[src/rtl/id_ex_stage.sv]
// id_ex_stage: decode-to-execute pipeline register.
// Captures operands, destination, immediate and control word for EX. Operands are
// resolved by forwarding from EX, MEM and WB at capture. The stage detects load-use
// hazards, inserts a bubble, honours flush and downstream hold, and keeps a
// saturating stall counter.
module id_ex_stage #(
    parameter int unsigned DATA_W = 16,
    parameter int unsigned ADDR_W = 3,
    parameter int unsigned CTRL_W = 8
) (
    input  logic              clk,
    input  logic              reset,
    input  logic              in_valid,
    input  logic [ADDR_W-1:0] in_src1,
    input  logic [ADDR_W-1:0] in_src2,
    input  logic              in_use1,
    input  logic              in_use2,
    input  logic [DATA_W-1:0] in_data1,
    input  logic [DATA_W-1:0] in_data2,
    input  logic [ADDR_W-1:0] in_dst,
    input  logic              in_reg_write,
    input  logic              in_is_load,
    input  logic [DATA_W-1:0] in_imm,
    input  logic [CTRL_W-1:0] in_ctrl,
    input  logic              flush,
    input  logic              ex_hold,
    input  logic [DATA_W-1:0] ex_result,
    input  logic              mem_reg_write,
    input  logic [ADDR_W-1:0] mem_dst,
    input  logic [DATA_W-1:0] mem_data,
    input  logic              wb_reg_write,
    input  logic [ADDR_W-1:0] wb_dst,
    input  logic [DATA_W-1:0] wb_data,
    output logic              stall,
    output logic              out_valid,
    output logic [ADDR_W-1:0] out_dst,
    output logic              out_reg_write,
    output logic              out_is_load,
    output logic [CTRL_W-1:0] out_ctrl,
    output logic [DATA_W-1:0] out_imm,
    output logic [DATA_W-1:0] out_op1,
    output logic [DATA_W-1:0] out_op2,
    output logic [15:0]       stall_count
);

    logic              valid_q,     valid_d;
    logic [ADDR_W-1:0] dst_q,       dst_d;
    logic              reg_write_q, reg_write_d;
    logic              is_load_q,   is_load_d;
    logic [CTRL_W-1:0] ctrl_q,      ctrl_d;
    logic [DATA_W-1:0] imm_q,       imm_d;
    logic [DATA_W-1:0] op1_q,       op1_d;
    logic [DATA_W-1:0] op2_q,       op2_d;
    logic [15:0]       stall_cnt_q, stall_cnt_d;

    logic              hz;
    logic              stall_raw;
    logic              ex_fwd_en;
    logic [DATA_W-1:0] fwd1;
    logic [DATA_W-1:0] fwd2;

    // Operand resolution: youngest producer first (EX, then MEM, then WB, then register file).
    function automatic logic [DATA_W-1:0] resolve(
        input logic              use_i,
        input logic [ADDR_W-1:0] src,
        input logic [DATA_W-1:0] rf_data,
        input logic              ex_en,
        input logic [ADDR_W-1:0] ex_dst,
        input logic [DATA_W-1:0] ex_val,
        input logic              m_en,
        input logic [ADDR_W-1:0] m_dst,
        input logic [DATA_W-1:0] m_val,
        input logic              w_en,
        input logic [ADDR_W-1:0] w_dst,
        input logic [DATA_W-1:0] w_val
    );
        logic [DATA_W-1:0] r;
        r = rf_data;
        if (use_i) begin
            if (ex_en && ex_dst == src) begin
                r = ex_val;
            end else if (m_en && m_dst == src) begin
                r = m_val;
            end else if (w_en && w_dst == src) begin
                // register file writes on the same edge, so its read data is stale
                r = w_val;
            end
        end
        return r;
    endfunction

    // Load-use hazard detection and upstream stall request.
    always_comb begin
        hz = in_valid && valid_q && is_load_q && reg_write_q &&
             ((in_use1 && in_src1 == dst_q) || (in_use2 && in_src2 == dst_q));
        stall_raw = hz || ex_hold;
        stall     = !reset && stall_raw;
    end

    // Forwarded operand values for the instruction being captured.
    always_comb begin
        // a load in EX never forwards; the hazard bubble covers that case
        ex_fwd_en = valid_q && reg_write_q && !is_load_q;
        fwd1 = resolve(in_use1, in_src1, in_data1, ex_fwd_en, dst_q, ex_result,
                       mem_reg_write, mem_dst, mem_data, wb_reg_write, wb_dst, wb_data);
        fwd2 = resolve(in_use2, in_src2, in_data2, ex_fwd_en, dst_q, ex_result,
                       mem_reg_write, mem_dst, mem_data, wb_reg_write, wb_dst, wb_data);
    end

    // Next-state selection: reset, flush, hold, hazard bubble, capture.
    always_comb begin
        valid_d     = valid_q;
        dst_d       = dst_q;
        reg_write_d = reg_write_q;
        is_load_d   = is_load_q;
        ctrl_d      = ctrl_q;
        imm_d       = imm_q;
        op1_d       = op1_q;
        op2_d       = op2_q;
        stall_cnt_d = stall_cnt_q;

        if (reset) begin
            valid_d     = 1'b0;
            dst_d       = '0;
            reg_write_d = 1'b0;
            is_load_d   = 1'b0;
            ctrl_d      = '0;
            imm_d       = '0;
            op1_d       = '0;
            op2_d       = '0;
            stall_cnt_d = '0;
        end else begin
            if (stall_raw && stall_cnt_q != '1) begin
                stall_cnt_d = stall_cnt_q + 16'd1;
            end

            if (flush || (!ex_hold && hz)) begin
                valid_d     = 1'b0;
                dst_d       = '0;
                reg_write_d = 1'b0;
                is_load_d   = 1'b0;
                ctrl_d      = '0;
                imm_d       = '0;
                op1_d       = '0;
                op2_d       = '0;
            end else if (!ex_hold) begin
                valid_d     = in_valid;
                dst_d       = in_dst;
                reg_write_d = in_valid && in_reg_write;
                is_load_d   = in_valid && in_is_load;
                ctrl_d      = in_valid ? in_ctrl : '0;
                imm_d       = in_imm;
                op1_d       = fwd1;
                op2_d       = fwd2;
            end
        end
    end

    // State registers.
    always_ff @(posedge clk) begin
        valid_q     <= valid_d;
        dst_q       <= dst_d;
        reg_write_q <= reg_write_d;
        is_load_q   <= is_load_d;
        ctrl_q      <= ctrl_d;
        imm_q       <= imm_d;
        op1_q       <= op1_d;
        op2_q       <= op2_d;
        stall_cnt_q <= stall_cnt_d;
    end

    // Registered outputs.
    always_comb begin
        out_valid     = valid_q;
        out_dst       = dst_q;
        out_reg_write = reg_write_q;
        out_is_load   = is_load_q;
        out_ctrl      = ctrl_q;
        out_imm       = imm_q;
        out_op1       = op1_q;
        out_op2       = op2_q;
        stall_count   = stall_cnt_q;
    end

endmodule

[config.mk]
export PLATFORM = sky130hd
export DESIGN_NAME = id_ex_stage
export DESIGN_NICKNAME = d
export VERILOG_FILES = /design/src/rtl/id_ex_stage.sv
export SDC_FILE = /design/constraint.sdc
export NUM_CORES = 1
export LEC_CHECK = 0
export BUFFER_PORTS_ARGS = -buffer_cell sky130_fd_sc_hd__buf_2
export CORE_UTILIZATION = 33
export CTS_CLUSTER_DIAMETER = 50
export DETAILED_ROUTE_END_ITERATION = 10
export HOLD_SLACK_MARGIN = 0.06
export SYNTH_ARGS = -nofsm -noshare
export SYNTH_HDL_FRONTEND = slang
export SYNTH_SLANG_ARGS = --single-unit
[constraint.sdc]
create_clock -name clk -period 1.8 [get_ports clk]
set_input_delay 0.18 -clock clk [delete_from_list [all_inputs] [get_ports clk]]
set_output_delay 0.18 -clock clk [all_outputs]
set_load 0.005 [all_outputs]
* Word-level counts from Yosys, hierarchy flattened
Cells that the tools add are included.
** Cells by class
- Reductions and logical operators :: 26
- $add $sub $neg :: 1
- Equality and inequality tests :: 9
- Muxes and demuxes :: 9
** Operators with widths (count)
- $mux 16 :: 8
- $eq 3x3->1 :: 8
- $logic_and 1x1->1 :: 19
- $add 16x1->16 const B :: 1
- $ne 16x16->1 const B :: 1
- $mux 8 :: 1
- $logic_not 1->1 :: 3
- $logic_or 1x1->1 :: 3
- $reduce_or 2->1 :: 1
** Storage, ports and cells
- Word-level logic and storage cells :: 54
- Output and inout bits :: 79
- Flip-flop bits (word level) :: 78
- Input port bits :: 130

* Logic depth before layout (Yosys ltp)
- Word-level depth :: 7
- Mapped depth :: 9
- Mapped depth without buffers :: 6

* Worst setup path before layout
Ideal clock, no wire load.
- Path kind :: reg-to-reg
- Start point :: reg is_load_q (netlist: out_is_load)
- End point :: reg op1_q[10] (netlist: out_op1[10])
- Path slack :: 0.126 ns
- Clock period less this slack :: 1.674 ns
- Cell stages (with the launch flop) :: 10
- Data arrival time :: 1.552 ns
- Path buffers :: 3
- Library setup time :: 0.121 ns
- Data required time :: 1.679 ns
- Path through :: dfxtp_1 -> nand3b_4 -> and4b_1 -> buf_6 -> nor2b_4 -> buf_6 -> buf_8 -> a21oi_2 -> a221oi_2 -> nor3_1
** On the way
- Longest elaborated chain between the ends :: 6
- Elaborated cells on any way between the ends :: 11
- Classes of those cells :: mux (2); reduce/logical (9)
** Ends and longest elaborated chain
- start: declaration :: line 49 : logic is_load_q, is_load_d;
- start signal: assignment :: line 164 : is_load_q <= is_load_d;
- $logic_and 1x1->1 (3 in a row) :: line 94 : hz = in_valid && valid_q && is_load_q && reg_write_q &&
- $logic_and 1x1->1 :: line 137 : if (flush || (!ex_hold && hz)) begin
- $logic_or 1x1->1 :: line 137
- $reduce_or 2->1 (no source line)
- end signal: assignment :: line 167 : op1_q <= op1_d;
- end: declaration :: line 52 : logic [DATA_W-1:0] op1_q, op1_d;
Parallel ways exist; a longest one is shown, timed or not.
A chain may end at the register's enable or synchronous reset.

* Worst setup path in the final report
- Start point :: reg dst_q[0] (netlist: out_dst[0])
- End point :: reg op1_q[3] (netlist: out_op1[3])
** On the way
- Longest elaborated chain between the ends :: 7
- Elaborated cells on any way between the ends :: 13
- Classes of those cells :: eq/ne (3); mux (2); reduce/logical (8)
** Ends and longest elaborated chain
- start: declaration :: line 47 : logic [ADDR_W-1:0] dst_q, dst_d;
- start signal: assignment :: line 162 : dst_q <= dst_d;
- $eq 3x3->1 (on tied branches) :: line 80, 95
- $logic_and 1x1->1 :: line 95 : ((in_use1 && in_src1 == dst_q) || (in_use2 && in_src2 == dst_q));
- $logic_or 1x1->1 :: line 95
- $logic_and 1x1->1 :: line 94
- $logic_and 1x1->1 :: line 137
- $logic_or 1x1->1 :: line 137
- $reduce_or 2->1 (no source line)
Parallel ways exist; a longest one is shown, timed or not.

==> run metrics <==
outcome complete, but fails checks; failing checks setup timing; number of synthesis warnings 0; Power Dens Cells 662 mW/mm2; Routed WL 18100 um; CTS tree built; htree depth 3; syn_area_per_cell 8.45 um2; Final WS setup -0.0190 ns; Setup CP Type reg -> reg; vias in the first global route 5107; fraction of layout cells with a size suffix above 1 between 40 and 50%; routed via count 5336; Final Wtd Congestion 0.896; Final Hold Fails 0; Port Buf Inserts 208; RSZ-0062 raised after global routing yes; setup TNS -0.0298 ns; initial antenna violation count 3; Root Driver clkbuf_16; Critical Path RT 2.05 ns; CTS clk-pin slew, worst paths 0.06 ns; LEAKAGE approximately 3.3 nW; FMAX 0.550 GHz; max-cap violation count 0; commonest non-fill, non-tap cells in the layout 207 x buf_2, 104 x nor2_1, 70 x dfxtp_1, 61 x nor3_1, 51 x mux2i_1; mapped cell area 0.00468 mm2; Final #Nets 920; GRT Total Usage 23.9%; CP Data Arrival Time 2.07 ns; Sink Count 78; startpoint types flip-flop; clk buf depth 2; die height 121 um; Setup Viol. Count Final 4; Die W ~120 um; Yosys reg bits ~80; Clock Latency Late Sink 0.33 ns; CP endpoint kind flip-flop; first-pass GRT wire length between 20000 and 30000 um; GRT overflow 0; CP Max Fanout 8; die area roughly 0.015 mm2; register area share after synthesis about a third; 1st-pass router iterations 5; row count 43; largest net degree at the start of global routing 36; most common cell after layout, fill and taps aside buf_2; antenna-violating nets left 0; DRC violations left 0; Slew Limit Fails 0; post-DR vias/cell 5.47; slew margin rel. 63.0%; Initial Utilization 33.7%; WL per Instance 18.5 um; Area growth, synth to finish 52.0%; hold_ws 0.0761 ns; core area 0.0139 mm2; Clock Skews 0.00271 ns; Peak VDD IR 439 uV; Worst Tran Pin Value around 0.55 ns; Starting DRT DRC Count 351; worst path cell trace xnor2_4 -> nand4_1 -> a21oi_4 -> buf_4 -> a211o_4 -> buf_12 -> nor3_1; CP peak stage delay 0.41 ns; Post-Syn Instances 554; I/O pins ~210; Final Critical Period 1.82 ns; Distinct cells, synth 42; hpwl dp 12900 um; CTS Buf Count 9; Synth Net Count 685; fin crit share 101%; kind of path behind the tightest hold check in -> reg; CP max stage cell a211o_4
-- routing by layer --
layer  vias to the layer above  wire (um)  track usage [%]
li1                       2489          -                -
met1                      2542       7360             28.5
met2                       276       8920             40.8
met3                        27       1450             5.87
met4                         2        342             9.26
met5                         -         13                0
-- report_power, final --
group / total (mW) / switching (mW) / internal [mW]
Sequential: 1.82 / 0.0372 / 1.78
Combinational: 1.02 / 0.542 / 0.476
Clock: 1.88 / 0.729 / 1.15
-- cell usage after synthesis, drive strengths merged --
cell	number	area share, %
a211o	1	0.19
a211oi	2	0.43
a21oi	43	6.3
a221oi	32	8.7
a22oi	10	1.6
and2	4	0.59
and3	1	0.13
and4	1	0.19
and4b	2	0.43
buf	18	3.0
clkbuf	25	2.1
dfxtp	78	33
ha	1	0.27
inv	6	0.48
mux2i	51	11
nand2	8	0.70
nand3	13	1.4
nand3b	1	0.43
nand4	10	2.2
nor2	104	8.3
nor2b	3	0.72
nor3	97	10
nor4	2	0.40
o211ai	2	0.43
o21ai	7	0.75
or3	7	0.94
xnor2	19	3.6
xor2	6	1.1
-- what timing repair did --
action,4_1_cts,5_1_grt
pin swaps,8,21
gates resized for setup,14,72
endpoints found under the hold margin,7,0
setup endpoints to repair,9,45
cloned,0,3
setup buffers,1,3
hold buffers,7,0
-- cell type report --
cell class	count	area, um2
diodes	2	5.00
clock buffers	13	260
repair buffers	267	1710
flip-flops and latches	78	1580
well taps	180	225
multi-input cells	427	3270
fillers	1312	6760
clock inverters	3	42.5
inverters	6	22.5
-- critical path, delay by kind of cell, from the launching register on --
family          cells  cell delay, ns
xor+xnor            1            0.14
buf+inv             2            0.34
compound gates      2            0.50
flops               1            0.38
simple gates        2            0.37
-- logic make-up (layout without fill, tap and decap cells) --
logic type / after synthesis / count (layout) / share of synthesized area (%)
AOI/OAI and AO/OA: 97 / 97 / 18.3
buffers and inverters: 49 / 289 / 5.61
other: 0 / 2 / 0
DFF: 78 / 78 / 33.4
xor gates and xnor gates: 25 / 25 / 4.68
adders and majority gates: 1 / 1 / 0.267
and+or+nand+nor: 253 / 253 / 26.9
muxes: 51 / 51 / 10.9
-- per-stage QoR --
step / cell area [um2] / utilization, % / power, mW / setup WS [ns] / std cells
6_report: 7120 / 51.3 / 4.71 / -0.0190 / 976
5_1_grt: 7110 / 51.2 / 4.90 / -0.113 / 974
4_1_cts: 6670 / 48.1 / 4.68 / -0.0375 / 969
3_5_place_dp: 6220 / 44.8 / 2.76 / -0.0362 / 945
3_3_place_gp: 6220 / 44.8 / 2.74 / -0.00749 / 945
2_1_floorplan: 4680 / - / 2.34 / 0.126 / 554
-- final timing paths --
check	startpoint	end	slack, ns	depth (start not counted)
setup / recovery	out_dst[0]	out_op1[3]	-0.02	7
hold / removal	in_imm[4]	out_imm[4]	0.08	3
setup reg to reg	out_dst[0]	out_op1[3]	-0.02	7
hold reg to reg	out_op2[5]	out_op2[5]	0.47	2
-- flip-flops by register name, summed over array words and instances (netlist names) --
register	count
out_valid	1
out_op1	16
out_reg_write	1
stall_count	16
out_is_load	1
out_ctrl	8
out_dst	3
out_op2	16
out_imm	16
(Power assumes the default switching activity.)
